### src/rtl/radioberry_spi_pkg.sv
// Shared constants, FSM encoding and status-byte helper for the Pi-to-FPGA SPI responder.
package radioberry_spi_pkg;

  localparam int FRAME_BITS = 40;
  localparam int TYPE_BIT   = 39;
  localparam int ADDR_MSB   = 38;
  localparam int ADDR_LSB   = 32;
  localparam int CNT_W      = 6;

  localparam logic [CNT_W-1:0] LAST_BIT = CNT_W'(FRAME_BITS - 1);
  localparam logic [3:0]       STAT_SIG = 4'b0101;

  typedef enum logic [1:0] {
    ST_IDLE  = 2'd0,
    ST_SHIFT = 2'd1,
    ST_DONE  = 2'd2,
    ST_WAIT  = 2'd3
  } spi_state_t;

  // Leading byte of every MISO frame; the low nibble lets the Pi spot a live link.
  function automatic logic [7:0] stat_byte(input logic ovf, input logic ferr,
                                           input logic afull, input logic empty);
    return {ovf, ferr, afull, empty, STAT_SIG};
  endfunction

endpackage

### src/rtl/radioberry_spi_txiq_rx_if.sv
// Pi SPI pins as one bundle: the Pi drives clock, data and select, the FPGA drives MISO.
interface radioberry_spi_txiq_rx_if;

  logic spi_sck;
  logic spi_mosi;
  logic spi_ce_n;
  logic spi_miso;

  modport master (output spi_sck, output spi_mosi, output spi_ce_n, input spi_miso);
  modport slave  (input spi_sck, input spi_mosi, input spi_ce_n, output spi_miso);

endinterface

### src/rtl/radioberry_txiq_fifo.sv
// Synchronous first-word-fall-through FIFO holding TX IQ words; extra pointer bit tells full from empty.
module radioberry_txiq_fifo #(
  parameter int AW        = 4,
  parameter int DW        = 32,
  parameter int AFULL_LVL = 12
) (
  input  logic          clk,
  input  logic          rst,
  input  logic          push,
  input  logic [DW-1:0] wdata,
  input  logic          pop,
  output logic [DW-1:0] rdata,
  output logic [AW:0]   level,
  output logic          full,
  output logic          empty,
  output logic          afull
);

  localparam int DEPTH = 1 << AW;

  logic [DW-1:0] mem [DEPTH];
  logic [AW:0]   wr_ptr;
  logic [AW:0]   rd_ptr;
  logic          do_push;
  logic          do_pop;

  assign empty = (wr_ptr == rd_ptr);
  assign full  = (wr_ptr[AW] != rd_ptr[AW]) && (wr_ptr[AW-1:0] == rd_ptr[AW-1:0]);
  assign level = wr_ptr - rd_ptr;
  assign afull = (level >= (AW+1)'(AFULL_LVL));

  // A pop in the same cycle frees the slot, so a push at full is still accepted.
  assign do_pop  = pop & ~empty;
  assign do_push = push & (~full | do_pop);

  assign rdata = empty ? '0 : mem[rd_ptr[AW-1:0]];

  // NOTE: clocked state uses non-blocking (<=) so every flop samples pre-edge values.
  always_ff @(posedge clk or posedge rst) begin
    if (rst) begin
      wr_ptr <= '0;
      rd_ptr <= '0;
    end else begin
      if (do_push) wr_ptr <= wr_ptr + 1'b1;
      if (do_pop)  rd_ptr <= rd_ptr + 1'b1;
    end
  end

  // NOTE: storage is deliberately not reset; the pointers alone define valid contents.
  always_ff @(posedge clk) begin
    if (do_push) mem[wr_ptr[AW-1:0]] <= wdata;
  end

endmodule

### src/rtl/radioberry_spi_txiq_rx.sv
// SPI mode-0 responder oversampled in the AD9866 clock domain: IQ frames feed the TX FIFO,
// control frames raise a command strobe, and every frame returns status on MISO.
module radioberry_spi_txiq_rx
  import radioberry_spi_pkg::*;
#(
  parameter int FIFO_AW     = 4,
  parameter int AFULL_LVL   = 12,
  parameter int SYNC_STAGES = 2
) (
  input  logic                     clk,
  input  logic                     rst,
  radioberry_spi_txiq_rx_if.slave  pi_spi,
  output logic [31:0]              tx_tdata,
  output logic                     tx_tvalid,
  input  logic                     tx_tready,
  output logic [6:0]               cmd_addr,
  output logic [31:0]              cmd_data,
  output logic                     cmd_valid,
  input  logic [31:0]              status_in,
  output logic [FIFO_AW:0]         fifo_level,
  output logic                     overflow
);

  logic [SYNC_STAGES-1:0] sck_sync, mosi_sync, ce_sync;
  logic sck_d, ce_d;
  logic sck_s, mosi_s, ce_s;
  logic sck_rise, sck_fall, ce_rise, ce_fall;

  spi_state_t state, state_n;
  logic load, shift_in, shift_out, abort, fire;

  logic [FRAME_BITS-1:0] sr;
  logic [FRAME_BITS-1:0] shadow;
  logic [CNT_W-1:0]      bit_cnt;
  logic                  frame_err;
  logic [7:0]            stat8;

  logic iq_push, drop;
  logic fifo_full, fifo_empty, fifo_afull;

  // Synchronizers idle at the bus-idle levels so reset release never looks like a frame start.
  always_ff @(posedge clk or posedge rst) begin
    if (rst) begin
      sck_sync  <= '0;
      mosi_sync <= '0;
      ce_sync   <= '1;
      sck_d     <= 1'b0;
      ce_d      <= 1'b1;
    end else begin
      sck_sync  <= {sck_sync[SYNC_STAGES-2:0], pi_spi.spi_sck};
      mosi_sync <= {mosi_sync[SYNC_STAGES-2:0], pi_spi.spi_mosi};
      ce_sync   <= {ce_sync[SYNC_STAGES-2:0], pi_spi.spi_ce_n};
      sck_d     <= sck_s;
      ce_d      <= ce_s;
    end
  end

  assign sck_s    = sck_sync[SYNC_STAGES-1];
  assign mosi_s   = mosi_sync[SYNC_STAGES-1];
  assign ce_s     = ce_sync[SYNC_STAGES-1];
  assign sck_rise = sck_s & ~sck_d;
  assign sck_fall = ~sck_s & sck_d;
  assign ce_rise  = ce_s & ~ce_d;
  assign ce_fall  = ~ce_s & ce_d;

  always_ff @(posedge clk or posedge rst) begin
    if (rst) state <= ST_IDLE;
    else     state <= state_n;
  end

  // NOTE: every output of this block gets a default first, so no path can infer a latch.
  always_comb begin
    state_n   = state;
    load      = 1'b0;
    shift_in  = 1'b0;
    shift_out = 1'b0;
    abort     = 1'b0;
    fire      = 1'b0;
    case (state)
      ST_IDLE: begin
        if (ce_fall) begin
          load    = 1'b1;
          state_n = ST_SHIFT;
        end
      end
      ST_SHIFT: begin
        // Deselect outranks any SCK edge seen in the same cycle.
        if (ce_rise) begin
          abort   = 1'b1;
          state_n = ST_IDLE;
        end else begin
          shift_in  = sck_rise;
          shift_out = sck_fall;
          if (sck_rise && bit_cnt == LAST_BIT) state_n = ST_DONE;
        end
      end
      ST_DONE: begin
        fire    = 1'b1;
        state_n = ce_rise ? ST_IDLE : ST_WAIT;
      end
      ST_WAIT: begin
        if (ce_rise) state_n = ST_IDLE;
      end
      default: state_n = ST_IDLE;
    endcase
  end

  assign stat8   = stat_byte(overflow, frame_err, fifo_afull, fifo_empty);
  assign iq_push = fire & sr[TYPE_BIT];
  assign drop    = iq_push & fifo_full & ~tx_tready;

  always_ff @(posedge clk or posedge rst) begin
    if (rst) begin
      sr        <= '0;
      shadow    <= '0;
      bit_cnt   <= '0;
      cmd_addr  <= '0;
      cmd_data  <= '0;
      cmd_valid <= 1'b0;
      overflow  <= 1'b0;
      frame_err <= 1'b0;
    end else begin
      cmd_valid <= 1'b0;
      if (load) begin
        shadow  <= {stat8, status_in};
        sr      <= '0;
        bit_cnt <= '0;
      end else if (shift_out) begin
        shadow <= {shadow[FRAME_BITS-2:0], 1'b0};
      end
      if (shift_in) begin
        sr      <= {sr[FRAME_BITS-2:0], mosi_s};
        bit_cnt <= bit_cnt + 1'b1;
      end
      if (fire && !sr[TYPE_BIT]) begin
        cmd_addr  <= sr[ADDR_MSB:ADDR_LSB];
        cmd_data  <= sr[ADDR_LSB-1:0];
        cmd_valid <= 1'b1;
      end
      // Flags are reported once: cleared as the shadow captures them, unless re-raised now.
      overflow  <= (overflow & ~load) | drop;
      frame_err <= (frame_err & ~load) | abort;
    end
  end

  assign pi_spi.spi_miso = (state == ST_SHIFT) & shadow[FRAME_BITS-1];

  radioberry_txiq_fifo #(
    .AW        (FIFO_AW),
    .DW        (32),
    .AFULL_LVL (AFULL_LVL)
  ) u_fifo (
    .clk   (clk),
    .rst   (rst),
    .push  (iq_push),
    .wdata (sr[ADDR_LSB-1:0]),
    .pop   (tx_tready),
    .rdata (tx_tdata),
    .level (fifo_level),
    .full  (fifo_full),
    .empty (fifo_empty),
    .afull (fifo_afull)
  );

  assign tx_tvalid = ~fifo_empty;

endmodule

### src/flat_wrapper.sv
// flat-port wrapper written by rule: the top's interface ports become plain ports
module radioberry_spi_txiq_rx_flat import radioberry_spi_pkg::*;
#(
  parameter int FIFO_AW     = 4,
  parameter int AFULL_LVL   = 12,
  parameter int SYNC_STAGES = 2
)
  (clk, rst, tx_tdata, tx_tvalid, tx_tready, cmd_addr, cmd_data, cmd_valid, status_in, fifo_level, overflow, pi_spi_spi_sck, pi_spi_spi_mosi, pi_spi_spi_ce_n, pi_spi_spi_miso);
  radioberry_spi_txiq_rx_if pi_spi_i ();
  input  logic clk;
  input  logic rst;
  output logic [31:0] tx_tdata;
  output logic tx_tvalid;
  input  logic tx_tready;
  output logic [6:0] cmd_addr;
  output logic [31:0] cmd_data;
  output logic cmd_valid;
  input  logic [31:0] status_in;
  output logic [FIFO_AW:0] fifo_level;
  output logic overflow;
  input wire logic [$bits(pi_spi_i.spi_sck)-1:0] pi_spi_spi_sck;
  input wire logic [$bits(pi_spi_i.spi_mosi)-1:0] pi_spi_spi_mosi;
  input wire logic [$bits(pi_spi_i.spi_ce_n)-1:0] pi_spi_spi_ce_n;
  output wire logic [$bits(pi_spi_i.spi_miso)-1:0] pi_spi_spi_miso;
  assign pi_spi_i.spi_sck = pi_spi_spi_sck;
  assign pi_spi_i.spi_mosi = pi_spi_spi_mosi;
  assign pi_spi_i.spi_ce_n = pi_spi_spi_ce_n;
  assign pi_spi_spi_miso = pi_spi_i.spi_miso;
  radioberry_spi_txiq_rx #(.FIFO_AW(FIFO_AW), .AFULL_LVL(AFULL_LVL), .SYNC_STAGES(SYNC_STAGES)) u_core (.clk(clk), .rst(rst), .pi_spi(pi_spi_i), .tx_tdata(tx_tdata), .tx_tvalid(tx_tvalid), .tx_tready(tx_tready), .cmd_addr(cmd_addr), .cmd_data(cmd_data), .cmd_valid(cmd_valid), .status_in(status_in), .fifo_level(fifo_level), .overflow(overflow));
endmodule
### config.mk
export PLATFORM = sky130hd
export DESIGN_NAME = radioberry_spi_txiq_rx_flat
export DESIGN_NICKNAME = d
export VERILOG_FILES = /design/src/rtl/radioberry_spi_pkg.sv /design/src/rtl/radioberry_spi_txiq_rx_if.sv /design/src/rtl/radioberry_txiq_fifo.sv /design/src/rtl/radioberry_spi_txiq_rx.sv /design/src/flat_wrapper.sv
export SDC_FILE = /design/constraint.sdc
export NUM_CORES = 1
export LEC_CHECK = 0
export BUFFER_PORTS_ARGS = -buffer_cell sky130_fd_sc_hd__buf_2
export CAP_MARGIN = 0
export CORE_ASPECT_RATIO = 0.7
export CORE_MARGIN = 4
export CORE_UTILIZATION = 32
export CTS_BUF_LIST = sky130_fd_sc_hd__clkbuf_16
export DETAILED_ROUTE_END_ITERATION = 12
export SLEW_MARGIN = 20
export SYNTH_ARGS = -nofsm -noshare
export SYNTH_HDL_FRONTEND = slang
export SYNTH_HIERARCHICAL = 1
export SYNTH_SLANG_ARGS = --single-unit
export TNS_END_PERCENT = 1
### constraint.sdc
create_clock -name clk -period 6.8 [get_ports clk]
set_input_delay 1.36 -clock clk [delete_from_list [all_inputs] [get_ports clk]]
set_output_delay 1.36 -clock clk [all_outputs]
set_load 0.02 [all_outputs]
# After elaboration in Yosys (flattened, before gate mapping)
# Memory sizes are Yosys's and may differ from the RTL's.
# Cells that the tools add are included.
# word_totals
ram_bits	512
out_inout_bits	80
input_bits	38
word_cells	88
memories	1
ff_bits	148
# mem_list
memory	words	word_bits	rd	rd_ports_with_merged_regs	write_ports	line_no	source
u_core.u_fifo.mem	16	32	1	0	1	radioberry_txiq_fifo.sv:21	logic [DW-1:0] mem [DEPTH];
# op_classes
n_eq_ne	10
n_reduce_logical	8
bitwise	23
n_addsub	4
magnitude_cmp	1
n_mux	25
# ops
op	count
two-way mux 40 bit	4
two-way mux 32 bit	1
AND 1 bit	12
two-way mux 1 bit	12
two-way mux 6 bit	2
adder 5 x 1 -> 5 bit (second input constant)	2
two-way mux 2 bit	5
NOT 1 bit	8
case mux 2 bit (4 select lines)	1
adder 6 x 1 -> 6 bit (second input constant)	1
equality test 6 bit (second input constant)	1
equality test 5 bit	1
greater-or-equal comparator 5 x 4 -> 1 bit (second input constant)	1
subtractor 5 bit	1
equality test 2 bit (second input constant)	2
equality test 4 bit	1
!= test 2 x 1 -> 1 bit (second input constant)	2
nonzero test 2 bit	2
logical AND 1 bit	3
!= test 3 x 1 -> 1 bit (second input constant)	1
bitwise OR 1 bit	3
AND reduction 3 bit	1
equality test 2 x 1 -> 1 bit (second input constant)	1
zero test 2 bit	1
2 further kinds	2

# Depth between registers and ports, before layout
# logic_depth
ltp_word	7
ltp_mapped	12
ltp_nobuf	10

# By module
# The synthesis kept the hierarchy.
# by_module_without_submodules
mod	seq_area_each_um2	area_each_um2	cells_per_inst	instances
radioberry_txiq_fifo	15625.0	20728.6	937	1
radioberry_spi_txiq_rx	3457.1	5510.3	481	1

# Worst setup path after synthesis
# No wires, ideal clock.
# synth_timing
path_type	register -> register
from	register u_core.u_fifo.rd_ptr[1]
to	memory u_core.u_fifo.mem[3][0], enable pin
stages_incl_launch_ff	12
setup_ps	461
required_ps	6339
period_less_slack_ps	4595
slack_ps	2205
path_buffers	5
t_arrival_ps	4134
path_cell_list	dfrtp_1 > buf_6 > buf_12 > buf_8 > buf_4 > inv_1 > ha_1 > nand4_1 > o31a_1 > clkbuf_1 > nand2_1 > nor3_1
# synth_via
elab_chain_cells	7
word_cells_on_any_way	10
classes_between	eq/ne (2); mux (2); bitwise (5); reduce/logical (1)
# synth_lines
element	line_no	source
start, declared	radioberry_txiq_fifo.sv:23	logic [AW:0] rd_ptr;
start signal, assigned	radioberry_txiq_fifo.sv:45	if (do_pop) rd_ptr <= rd_ptr + 1'b1;
equality test 5 bit / equality test 4 bit (equally long branches)	radioberry_txiq_fifo.sv:27, radioberry_txiq_fifo.sv:28	
NOT 1 bit / logical AND 1 bit (equally long branches)	radioberry_txiq_fifo.sv:33, radioberry_txiq_fifo.sv:28	
AND 1 bit / NOT 1 bit (equally long branches)	radioberry_txiq_fifo.sv:33, radioberry_txiq_fifo.sv:34	
bitwise OR 1 bit (*)	radioberry_txiq_fifo.sv:34	assign do_push = push & (~full | do_pop);
AND 1 bit (*)	radioberry_txiq_fifo.sv:34	
two-way mux 1 bit (*)	radioberry_txiq_fifo.sv:51	if (do_push) mem[wr_ptr[AW-1:0]] <= wdata;
two-way mux 1 bit (implied by the code) (*)	radioberry_txiq_fifo.sv:51	
end, declared	radioberry_txiq_fifo.sv:21	
# Mark *: on every way between the ends. The rest lies on a longest branch, timed or not.

# Worst setup path after layout
# layout_timing
from	register u_core.u_fifo.rd_ptr[1]
to	output tx_tdata[29]
# layout_via
elab_chain_cells	2
word_cells_on_any_way	3
classes_between	eq/ne (1); mux (1); memory (1)
# layout_lines
element	line_no	source
memory (16 x 32 bit) / equality test 5 bit (equally long branches)	-	
two-way mux 32 bit (*)	radioberry_txiq_fifo.sv:36	assign rdata = empty ? '0 : mem[rd_ptr[AW-1:0]];
end, declared	flat_wrapper.sv:12	output logic [31:0] tx_tdata;
# Marks and branches as above.

==> out/results.tsv <==
metric	value	unit
max_slew_margin	33.12	%
min_path_type	flip-flop to flip-flop	
outcome	finished clean	
async_reset_ff_share	22.42	%
cts.clk_slew.worst_paths	70	ps
antenna_left	0	
cellLeakagePower	0.01165	uW
cp.required	5440	ps
firstDrtPassIters	5	
io_buffers	117	
drive_gt1_share	32.04	%
htreeDepth	2	
cts_resized	0	
critPathLaunchType	flip-flop	
synth_fp_nets	1467	
yosysTopAreaCell	edfxtp_1	
synthTopCellsByCount	edfxtp_1 (512), dfrtp_1 (145), nand2_1 (122), mux4_2 (111), inv_1 (76)	
synth_top_area_share	58.60	%
slew_violations	0	
via_per_inst	4.960	
start_util	32.44	%
worstReg2RegStart	u_core/u_fifo/rd_ptr[1]$_DFFE_PP0P_	
cts-root-buf	clkbuf_16	
rows	87	
die_area	0.08672	mm2
fin_nets	1598	
io-pin-count	118	
wl	60.39	mm
startpoint	u_core/u_fifo/rd_ptr[1]$_DFFE_PP0P_	
gp_congestion	0.7245	
grt_max_degree	100	
clock_latency	630	ps
fin_skew	16.56	ps
dr.first_iter.drc_count	1154	
cts-buffers-inserted	60	
tns	0	ps
tightest_slew	1003	ps
yosysWarningCount	6	
arrival	3840	ps
ys_ff_latch	660	
cts_tree	yes	
cap_violations	0	
rsz0062_at_grt	false	
grt_usage	13.99	%
clock_path_buffers	3	
globalRoute.totalOverflow	0	
cp-end-kind	output port	
min_period	5201	ps
die_width	350.3	um
worstPathMaxFanout	23	
syn_area_per_cell	18.50	um2
cts_hold_buf	0	
avgRoutedWirePerCell	22.63	um
holdPathStages	0	
critical_path_class	flip-flop to output port	
clock-sinks	660	
period_share	76.48	%
grt_pass1_vias	13740	
synth_edf_count	512	
antenna_found_initial	0	
synth_ff_type	edfxtp_1	
cts_setup_buffers	0	
synth_area_leaders	edfxtp_1 (59%), dfrtp_1 (14%), mux4_2 (9.5%)	
fp.dieH	247.6	um
r2r_cells	7	
finalSetupViolCount	0	
synth_seq_area_share	72.72	%
synthCells	1418	
timing.fmax	192.3	MHz
core	0.08088	mm2
synth.most_common_cell	edfxtp_1	
post-dp-hpwl	32.99	mm
grt_first_pass_wirelength	90.91	mm
hold_path_startpoint	u_core/mosi_sync[0]$_DFF_PP0_	
netlist-cell-type-count	55	
areaGrowthSynthToFinish	15.32	%
syn-cell-area	0.02624	mm2
final_core_util	37.41	%
route.detailed.drc	0	
irDropWorstVdd	0.0002809	V
power_density	325.1	mW/mm2
hold_viol	0	
routed-via-count	13240	
antenna_cells	0	
cell usage in the layout, fill, tap and decap left out, types with 6 or more instances in the layout:
| cell type | n |
|---|---|
| a21oi_1 | 10 |
| a221o_1 | 26 |
| and3_1 | 29 |
| buf_2 | 117 |
| buf_4 | 31 |
| bufinv_16 | 9 |
| clkbuf_16 | 66 |
| clkinv_1 | 10 |
| clkinv_2 | 10 |
| dfrtp_1 | 142 |
| edfxtp_1 | 512 |
| ha_1 | 10 |
| inv_1 | 82 |
| mux2_2 | 47 |
| mux2_4 | 25 |
| mux4_1 | 17 |
| mux4_2 | 111 |
| nand2_1 | 122 |
| nand2_2 | 25 |
| nand3_1 | 52 |
| nand4_1 | 6 |
| nor2_1 | 10 |
| nor2_4 | 11 |
| o21ai_0 | 8 |
| o221ai_1 | 6 |
| o221ai_2 | 25 |
| xnor2_1 | 9 |
per-layer routing:
layer  part of all wire (%)  track usage (%)  up-vias
met4                    1.9            3.495        0
met1                     45            19.71     7055
met3                    5.0            2.546       81
li1                       -                -     5798
met5                      0                0        -
met2                     48            22.60      304
cells by family after synthesis:
| family | count (synthesis) | share of synthesized area, % |
|---|---|---|
| buffers and inverters | 157 | 2.851 |
| xor gates and xnor gates | 11 | 0.3958 |
| and+or+nand+nor | 285 | 5.231 |
| DFF | 660 | 72.72 |
| AOI/OAI and AO/OA | 90 | 3.414 |
| muxes | 204 | 14.83 |
| adders and majority gates | 11 | 0.5531 |
state kept, by name, indices dropped and copies added, names as in the netlist:
register	flops
u_core/bit_cnt	6
u_core/ce_sync	2
u_core/ce_d	1
u_core/sck_d	1
u_core/u_fifo/rd_ptr	5
u_core/u_fifo/wr_ptr	5
u_core/cmd_addr	7
u_core/mosi_sync	2
u_core/state	2
u_core/sck_sync	2
u_core/cmd_valid	1
u_core/cmd_data	32
u_core/shadow	40
u_core/sr	40
u_core/frame_err	1
u_core/overflow	1
u_core/u_fifo/mem	512
worst max-delay path, cell delays in order (launching register included):
cell and delay [ps]:
dfrtp_4 700, inv_1 170, ha_1 340, and4_1 250, nand2_1 230, nand3_2 340, buf_4 470, o221ai_2 450
buf_2 250
where the power goes:
group	total, uW	internal, uW	switching (uW)	leakage, uW
logic	1730	658	1070	0.00345
clock network	3610	2090	1520	0.00106
registers	4500	4400	103	0.00713
total	9840	7150	2690	0.0116
per-stage QoR:
| stage | area [um2] | hold WS [ps] | setup WS, ps | std cells | power, uW |
|---|---|---|---|---|---|
| after floorplan | 26240 | 331.2 | 1749 | 1418 | 5893 |
| after global placement | 28120 | 333.3 | 2286 | 2555 | 6316 |
| after detailed placement | 28120 | 336.2 | 2242 | 2555 | 6337 |
| after CTS | 30250 | 352.6 | 1513 | 2669 | 9974 |
| after global routing | 30260 | 356.8 | 1404 | 2669 | 10250 |
| final | 30260 | 350.0 | 1600 | 2669 | 9838 |
final timing paths:
| kind | end | slack, ps |
|---|---|---|
| worst max-delay path | tx_tdata[29] | 1600 |
| worst min-delay path | u_core/mosi_sync[1]$_DFF_PP0_ | 350 |
| worst max register to register | u_core/u_fifo/mem[6][24]$_DFFE_PP_ | 3390 |
| worst min register to register | u_core/mosi_sync[1]$_DFF_PP0_ | 350 |
| max in group asynchronous | u_core/sr[8]$_DFFE_PP0P_ | 4580 |
| min in group asynchronous | u_core/u_fifo/wr_ptr[3]$_DFFE_PP0P_ | 760 |
final cells by class:
class,instances,area (um2)
clock buffers,66,1652
clock inverters,48,478.0
fillers,7355,50620
inverters,76,290.3
multi-input cells,601,6561
flip-flops and latches,660,19090
well taps,1068,1336
repair buffers,150,849.6
(Power assumes the default switching activity.)
